### config.mk
export PLATFORM = sky130hd
export DESIGN_NAME = branch_resolver
export DESIGN_NICKNAME = d
export VERILOG_FILES = /design/src/rtl/branch_resolver_pkg.sv /design/src/rtl/branch_resolver_pred_fifo.sv /design/src/rtl/branch_resolver.sv
export SDC_FILE = /design/constraint.sdc
export NUM_CORES = 1
export LEC_CHECK = 0
export BUFFER_PORTS_ARGS = -buffer_cell sky130_fd_sc_hd__buf_4
export CAP_MARGIN = 40
export CORE_ASPECT_RATIO = 1.4
export CORE_MARGIN = 2
export CORE_UTILIZATION = 58
export CTS_CLUSTER_DIAMETER = 40
export DETAILED_ROUTE_END_ITERATION = 6
export PLACE_DENSITY = 0.86
export SETUP_SLACK_MARGIN = 0.5
export SLEW_MARGIN = 20
export SYNTH_ARGS = -nofsm -noshare
export SYNTH_HDL_FRONTEND = slang
export SYNTH_SLANG_ARGS = --single-unit
export TNS_END_PERCENT = 20
### constraint.sdc
create_clock -name clk -period 9.3 [get_ports clk]
set_input_delay 0.93 -clock clk [delete_from_list [all_inputs] [get_ports clk]]
set_output_delay 0.93 -clock clk [all_outputs]
set_load 0.05 [all_outputs]
### src/rtl/branch_resolver_pkg.sv
// Shared definitions for the conditional-branch resolver.
// Contents: the branch opcode, the funct3 condition codes, the resolver
// state enum, and a helper that flags the funct3 values with no branch
// condition.
package branch_resolver_pkg;

    // Major opcode of RV32 conditional branches
    localparam logic [6:0] OPC_BRANCH = 7'b1100011;

    // funct3 branch conditions
    localparam logic [2:0] F3_BEQ  = 3'b000;
    localparam logic [2:0] F3_BNE  = 3'b001;
    localparam logic [2:0] F3_BLT  = 3'b100;
    localparam logic [2:0] F3_BGE  = 3'b101;
    localparam logic [2:0] F3_BLTU = 3'b110;
    localparam logic [2:0] F3_BGEU = 3'b111;

    // Resolver control state
    typedef enum logic {
        IDLE  = 1'b0,
        FLUSH = 1'b1
    } br_state_e;

    // 010 and 011 have no branch condition assigned
    function automatic logic f3_illegal(input logic [2:0] f3);
        return (f3 == 3'b010) || (f3 == 3'b011);
    endfunction

endpackage

### src/rtl/branch_resolver_pred_fifo.sv
// In-order FIFO of in-flight branch predictions.
// Ports:
//   clk, resetn   clock and asynchronous active-low reset
//   push_i        write wdata_i at the tail (caller guarantees space or a same-cycle pop)
//   pop_i         drop the head entry (caller guarantees non-empty)
//   clear_i       empty the FIFO; overrides push/pop in the same cycle
//   wdata_i       entry to write
//   rdata_o       head entry, valid while not empty
//   count_o       occupancy, 0..DEPTH
//   empty_o       occupancy is zero
//   full_o        occupancy is DEPTH
module branch_resolver_pred_fifo #(
    parameter int unsigned DEPTH = 4,
    parameter int unsigned WIDTH = 14
) (
    input  logic                         clk,
    input  logic                         resetn,
    input  logic                         push_i,
    input  logic                         pop_i,
    input  logic                         clear_i,
    input  logic [WIDTH-1:0]             wdata_i,
    output logic [WIDTH-1:0]             rdata_o,
    output logic [$clog2(DEPTH):0]       count_o,
    output logic                         empty_o,
    output logic                         full_o
);

    localparam int unsigned PTR_W = $clog2(DEPTH);
    localparam int unsigned CNT_W = PTR_W + 1;

    logic [WIDTH-1:0] mem_q [DEPTH];
    logic [PTR_W-1:0] wr_ptr_q, wr_ptr_d;
    logic [PTR_W-1:0] rd_ptr_q, rd_ptr_d;
    logic [CNT_W-1:0] count_q,  count_d;

    // Pointer/occupancy update; DEPTH is a power of two so pointers wrap naturally
    always_comb begin
        wr_ptr_d = wr_ptr_q;
        rd_ptr_d = rd_ptr_q;
        count_d  = count_q;
        if (clear_i) begin
            wr_ptr_d = '0;
            rd_ptr_d = '0;
            count_d  = '0;
        end else begin
            if (push_i) wr_ptr_d = PTR_W'(wr_ptr_q + PTR_W'(1));
            if (pop_i)  rd_ptr_d = PTR_W'(rd_ptr_q + PTR_W'(1));
            case ({push_i, pop_i})
                2'b10:   count_d = CNT_W'(count_q + CNT_W'(1));
                2'b01:   count_d = CNT_W'(count_q - CNT_W'(1));
                default: count_d = count_q;
            endcase
        end
    end

    always_ff @(posedge clk or negedge resetn) begin
        if (!resetn) begin
            wr_ptr_q <= '0;
            rd_ptr_q <= '0;
            count_q  <= '0;
        end else begin
            wr_ptr_q <= wr_ptr_d;
            rd_ptr_q <= rd_ptr_d;
            count_q  <= count_d;
        end
    end

    // Storage needs no reset: entries are only read while counted as occupied
    always_ff @(posedge clk) begin
        if (push_i && !clear_i) begin
            mem_q[wr_ptr_q] <= wdata_i;
        end
    end

    assign rdata_o = mem_q[rd_ptr_q];
    assign count_o = count_q;
    assign empty_o = (count_q == '0);
    assign full_o  = (count_q == CNT_W'(DEPTH));

endmodule

### src/rtl/branch_resolver.sv
// Resolves conditional branches in execute against the predictions issued
// by fetch, trains the predictor and redirects fetch on a mispredict.
// Ports:
//   clk, resetn                 clock, asynchronous active-low reset
//   pred_valid/pred_taken/pred_target/pred_fallthru/pred_cls
//                               prediction issued by fetch
//   pred_ready                  a prediction can be accepted this cycle
//   res_valid/res_funct3/res_rs1/res_rs2
//                               execute resolving the oldest branch
//   upd_branch/upd_flag/upd_cls one-cycle training strobe, outcome, class
//   flush                       kill younger instructions
//   redirect_valid/redirect_pc  one-cycle redirect with the correct next PC
//   res_err                     one-cycle pulse: illegal funct3 or empty resolve
//   fifo_count                  in-flight prediction count
//   resolve_cnt/mispred_cnt     saturating event counters
module branch_resolver
    import branch_resolver_pkg::*;
#(
    parameter int unsigned ADDR_W    = 5,
    parameter int unsigned CLS_W     = 3,
    parameter int unsigned DEPTH     = 4,
    parameter int unsigned FLUSH_CYC = 2
) (
    input  logic                      clk,
    input  logic                      resetn,
    input  logic                      pred_valid,
    input  logic                      pred_taken,
    input  logic [ADDR_W-1:0]         pred_target,
    input  logic [ADDR_W-1:0]         pred_fallthru,
    input  logic [CLS_W-1:0]          pred_cls,
    output logic                      pred_ready,
    input  logic                      res_valid,
    input  logic [2:0]                res_funct3,
    input  logic [31:0]               res_rs1,
    input  logic [31:0]               res_rs2,
    output logic                      upd_branch,
    output logic                      upd_flag,
    output logic [CLS_W-1:0]          upd_cls,
    output logic                      flush,
    output logic                      redirect_valid,
    output logic [ADDR_W-1:0]         redirect_pc,
    output logic                      res_err,
    output logic [$clog2(DEPTH):0]    fifo_count,
    output logic [7:0]                resolve_cnt,
    output logic [7:0]                mispred_cnt
);

    localparam int unsigned ENT_W  = 1 + 2 * ADDR_W + CLS_W;
    localparam int unsigned CNT_W  = $clog2(DEPTH) + 1;
    localparam int unsigned FCNT_W = (FLUSH_CYC > 1) ? $clog2(FLUSH_CYC) : 1;

    br_state_e          state_q, state_d;
    logic [FCNT_W-1:0]  flush_cnt_q, flush_cnt_d;

    logic               upd_branch_q, upd_branch_d;
    logic               upd_flag_q, upd_flag_d;
    logic [CLS_W-1:0]   upd_cls_q, upd_cls_d;
    logic               redirect_valid_q, redirect_valid_d;
    logic [ADDR_W-1:0]  redirect_pc_q, redirect_pc_d;
    logic               res_err_q, res_err_d;
    logic [7:0]         resolve_cnt_q, resolve_cnt_d;
    logic [7:0]         mispred_cnt_q, mispred_cnt_d;

    logic [ENT_W-1:0]   head_c;
    logic [ENT_W-1:0]   wdata_c;
    logic [CNT_W-1:0]   count_c;
    logic               empty_c, full_c;
    logic               idle_c, outcome_c, illegal_c;
    logic               pop_c, push_c, mispred_c;

    logic               head_taken_c;
    logic [ADDR_W-1:0]  head_target_c;
    logic [ADDR_W-1:0]  head_fallthru_c;
    logic [CLS_W-1:0]   head_cls_c;

    // Entry layout, MSB first: {taken, target, fallthru, cls}
    assign wdata_c         = {pred_taken, pred_target, pred_fallthru, pred_cls};
    assign head_taken_c    = head_c[ENT_W-1];
    assign head_target_c   = head_c[ENT_W-2 -: ADDR_W];
    assign head_fallthru_c = head_c[ADDR_W+CLS_W-1 -: ADDR_W];
    assign head_cls_c      = head_c[CLS_W-1:0];

    branch_resolver_pred_fifo #(
        .DEPTH (DEPTH),
        .WIDTH (ENT_W)
    ) u_pred_fifo (
        .clk     (clk),
        .resetn  (resetn),
        .push_i  (push_c),
        .pop_i   (pop_c),
        .clear_i (mispred_c),
        .wdata_i (wdata_c),
        .rdata_o (head_c),
        .count_o (count_c),
        .empty_o (empty_c),
        .full_o  (full_c)
    );

    // Actual branch outcome from funct3 and the operands
    always_comb begin
        outcome_c = 1'b0;
        illegal_c = f3_illegal(res_funct3);
        case (res_funct3)
            F3_BEQ:  outcome_c = (res_rs1 == res_rs2);
            F3_BNE:  outcome_c = (res_rs1 != res_rs2);
            F3_BLT:  outcome_c = ($signed(res_rs1) <  $signed(res_rs2));
            F3_BGE:  outcome_c = ($signed(res_rs1) >= $signed(res_rs2));
            F3_BLTU: outcome_c = (res_rs1 <  res_rs2);
            F3_BGEU: outcome_c = (res_rs1 >= res_rs2);
            default: outcome_c = 1'b0;
        endcase
    end

    // Next state, FIFO control and registered-output next values
    always_comb begin
        state_d          = state_q;
        flush_cnt_d      = flush_cnt_q;
        upd_branch_d     = 1'b0;
        upd_flag_d       = 1'b0;
        upd_cls_d        = '0;
        redirect_valid_d = 1'b0;
        redirect_pc_d    = '0;
        res_err_d        = 1'b0;
        resolve_cnt_d    = resolve_cnt_q;
        mispred_cnt_d    = mispred_cnt_q;

        idle_c    = (state_q == IDLE);
        pop_c     = idle_c && res_valid && !empty_c;
        mispred_c = pop_c && (outcome_c != head_taken_c);
        // A full FIFO still takes a push when the head leaves in the same
        // cycle; pushes alongside a mispredict are wrong-path and dropped.
        push_c    = idle_c && pred_valid && (!full_c || pop_c) && !mispred_c;

        case (state_q)
            IDLE: begin
                if (mispred_c) begin
                    state_d     = FLUSH;
                    flush_cnt_d = FCNT_W'(FLUSH_CYC - 1);
                end
            end
            FLUSH: begin
                if (flush_cnt_q == '0) begin
                    state_d = IDLE;
                end else begin
                    flush_cnt_d = FCNT_W'(flush_cnt_q - FCNT_W'(1));
                end
            end
            default: state_d = IDLE;
        endcase

        if (pop_c) begin
            upd_branch_d = 1'b1;
            upd_flag_d   = outcome_c;
            upd_cls_d    = head_cls_c;
            if (resolve_cnt_q != 8'hFF) resolve_cnt_d = 8'(resolve_cnt_q + 8'd1);
        end

        if (mispred_c) begin
            redirect_valid_d = 1'b1;
            redirect_pc_d    = outcome_c ? head_target_c : head_fallthru_c;
            if (mispred_cnt_q != 8'hFF) mispred_cnt_d = 8'(mispred_cnt_q + 8'd1);
        end

        res_err_d = idle_c && res_valid && (empty_c || illegal_c);
    end

    always_ff @(posedge clk or negedge resetn) begin
        if (!resetn) begin
            state_q          <= IDLE;
            flush_cnt_q      <= '0;
            upd_branch_q     <= 1'b0;
            upd_flag_q       <= 1'b0;
            upd_cls_q        <= '0;
            redirect_valid_q <= 1'b0;
            redirect_pc_q    <= '0;
            res_err_q        <= 1'b0;
            resolve_cnt_q    <= '0;
            mispred_cnt_q    <= '0;
        end else begin
            state_q          <= state_d;
            flush_cnt_q      <= flush_cnt_d;
            upd_branch_q     <= upd_branch_d;
            upd_flag_q       <= upd_flag_d;
            upd_cls_q        <= upd_cls_d;
            redirect_valid_q <= redirect_valid_d;
            redirect_pc_q    <= redirect_pc_d;
            res_err_q        <= res_err_d;
            resolve_cnt_q    <= resolve_cnt_d;
            mispred_cnt_q    <= mispred_cnt_d;
        end
    end

    // pred_ready and flush decode registered state/occupancy only
    assign pred_ready     = (state_q == IDLE) && !full_c;
    assign flush          = (state_q == FLUSH);
    assign fifo_count     = count_c;
    assign upd_branch     = upd_branch_q;
    assign upd_flag       = upd_flag_q;
    assign upd_cls        = upd_cls_q;
    assign redirect_valid = redirect_valid_q;
    assign redirect_pc    = redirect_pc_q;
    assign res_err        = res_err_q;
    assign resolve_cnt    = resolve_cnt_q;
    assign mispred_cnt    = mispred_cnt_q;

endmodule

==> metrics.txt <==
Placer Congestion ~0.83; top-count cell post-synth edfxtp_1; Die Y 112 um; Final Max Tran Viols 0; Peak Freq 216 MHz; path type of the worst setup path input port to flip-flop; vias in the first global route 3505; CTS buffer count 9; minimum clock period 4.63 ns; area fraction of the dominant cell type after synthesis between 30% and 40%; Leakage about 2.9 nW; YS warnings 0; Critical Path RT 9.56 ns; most frequent cells after synthesis edfxtp_1, inv_1, ha_1; Via density 5.59; average wire per standard cell ~17 um; die area 9160 um^2; Synth Instances 385; core area 8150 um^2; postcts setup bufs 0; Max-cap violations 0; Critical Path Source Type input port; hold buffers post-CTS 0; global-route usage over all layers 24.2%; share of layout cells above drive strength 1 32.8%; crit path cell chain buf_4 > ha_1 > a21o_1 > a21o_1 > a221oi_2 > o211ai_4 > a21oi_1 > mux2i_1 > o21ai_4 > and2_1 > a21oi_1 > fa_1 > nand2b_1 > a21oi_1 > a2111oi_0 > a21boi_1; Worst Clk Skew 0.00500 ns; ys async rst share around 40%; hold_ws about 0.50 ns; PD cells 283 nW/um^2; IO Port Bufs 117; H-tree depth 3; TritonRoute pass-1 iters 4; Root Buffer clkbuf_16; initial antenna violation count 0; crit path DAT around 4.9 ns; Cell Area, Synth 4870 um^2; Synth-to-Final Area Change 27.9%; pin count of the biggest net entering global routing 38; post-CTS sizing 0; initial core utilization roughly 60%; GR Overflow Total 0; crit-path max FO 16; Die W 81.5 um; synthesized area per cell 12.7 um^2; Final Non-Filler Cells 611; CP startpoint res_rs1[5]; crit-path max cell delay 0.45 ns; Detailed Route Iter0 Violations ~180; Nets 628; maximum buffer depth of the clock tree 2; outcome completed; Detailed Place HPWL 7.63 mm; period utilization about half; Yosys cell types 58; Seq/Total Area, Yosys between 50% and 60%; Mapped Nets 509; kind of end point of the critical path flip-flop; CTS Sinks 93; Worst-Margin Slew 0.738 ns; met1 GRT Util between 20% and 30%; row count 39; prevailing post-synth register cell edfxtp_1; # DRC 0; Final setup viols 0; grt peak-use layer met2; setup TNS 0 ns; Hold Vio Cnt, Final 0; ANT nets after route 0; worst hold start mispred_cnt[5]; min-delay worst type flip-flop to flip-flop; fin util between 70% and 80%; Power Total 0.00176 W; placed insts 595; Vias 3417; EDFF count, synth between 50 and 60; Top-Level Pins 118; GR Util met3 5.55%; Crit-path slowest cell o21ai_4; met2 GRT Util 43.8%; first-pass GRT wire length 16.4 mm; Peak VDD IR just under 0.3 mV; Synth area leader edfxtp_1; synth top area cells edfxtp_1, dfrtp_1, ha_1; CTS tree yes; Slew HR 50.7%; most frequent CP cell a21oi_1; # diodes 0; RR Startpoint u_pred_fifo.rd_ptr_q[1]; CTS clk-pin slew, worst paths ~0.07 ns; #FFs+latches synth slightly above 90; Post-Route WL 10.5 mm; clk_lat worst skew 0.34 ns; RSZ-0062 raised after global routing no
-- layer usage --
metal  wire [um]  vias to the layer above
met1        3960                     1638
met3         652                       13
met2        5680                      113
li1            -                     1653
met4         187                        0
met5           0                        -
-- sequential cells by signal (all words and copies together) (netlist names) --
register / cells
mispred_cnt: 8
redirect_valid: 1
resolve_cnt: 8
u_pred_fifo.mem_q: 56
u_pred_fifo.wr_ptr_q: 2
upd_cls: 3
upd_branch: 1
u_pred_fifo.rd_ptr_q: 2
res_err: 1
redirect_pc: 5
flush: 1
flush_cnt_q: 1
upd_flag: 1
u_pred_fifo.count_o: 3
-- final cells by class --
cell class / instances / area, um^2
flip-flops and latches: 93 / 2610
multi-input cells: 241 / 2060
fillers: 494 / 1920
repair buffers: 119 / 893
clock buffers: 9 / 225
clock inverters: 7 / 168
inverters: 40 / 150
well taps: 102 / 128
-- power by group --
group / internal, W / switching, W / total, W
logic: 0.000246 / 0.000421 / 0.000666
registers: 0.000547 / 0.0000767 / 0.000623
clock network: 0.000319 / 0.000154 / 0.000472
-- placed cells by master, fill, tap and decap left out, types with 4 or more instances in the layout --
cell type / instances
mux4_2: 14
clkbuf_16: 9
inv_1: 40
o21ai_0: 6
xnor2_1: 6
nor3_1: 4
and2_1: 4
dfrtp_1: 37
nand4_1: 13
nand3_1: 12
o211a_1: 4
ha_1: 38
bufinv_16: 5
edfxtp_1: 56
nor2_1: 13
buf_4: 119
nand2_1: 21
xor2_1: 9
a21o_1: 5
and3_1: 10
nand2b_1: 9
a21oi_1: 25
a21oi_2: 4
-- stage by stage --
stage	instance area, um^2	setup WS, ns
after floorplan	4870	5.07
after global placement	5840	4.57
after detailed placement	5840	4.41
after CTS	6230	4.63
after global routing	6230	4.41
final	6230	4.67
-- cell families (layout without fill, tap and decap cells) --
kind of cell               count (synthesis)  after routing  synth area share (%)
AOI/OAI and AO/OA                         65             65                  9.66
muxes                                     20             20                  7.88
DFF                                       93             93                  53.5
xor gates and xnor gates                  15             15                  2.70
adders and majority gates                 39             39                  10.2
buffers and inverters                     51            175                  4.19
and+or+nand+nor                          102            102                  11.9
-- worst max-delay path: cells and delay by family --
family,cells,cell delay (ns)
compound gates,10,2.42
fa+ha+maj,2,0.74
simple gates,2,0.48
mux,1,0.20
buf+inv,1,0.11
-- worst paths after layout --
check | end | slack [ns] | depth (start not counted)
max | u_pred_fifo.count_o[2] | 4.67 | 16
min | mispred_cnt[5] | 0.50 | 1
max reg2reg | u_pred_fifo.count_o[2] | 5.85 | 10
min reg2reg | mispred_cnt[5] | 0.50 | 1
max in group asynchronous | mispred_cnt[7] | 8.43 | 1
min in group asynchronous | resolve_cnt[6] | 0.54 | 1
(Power assumes the default switching activity.)
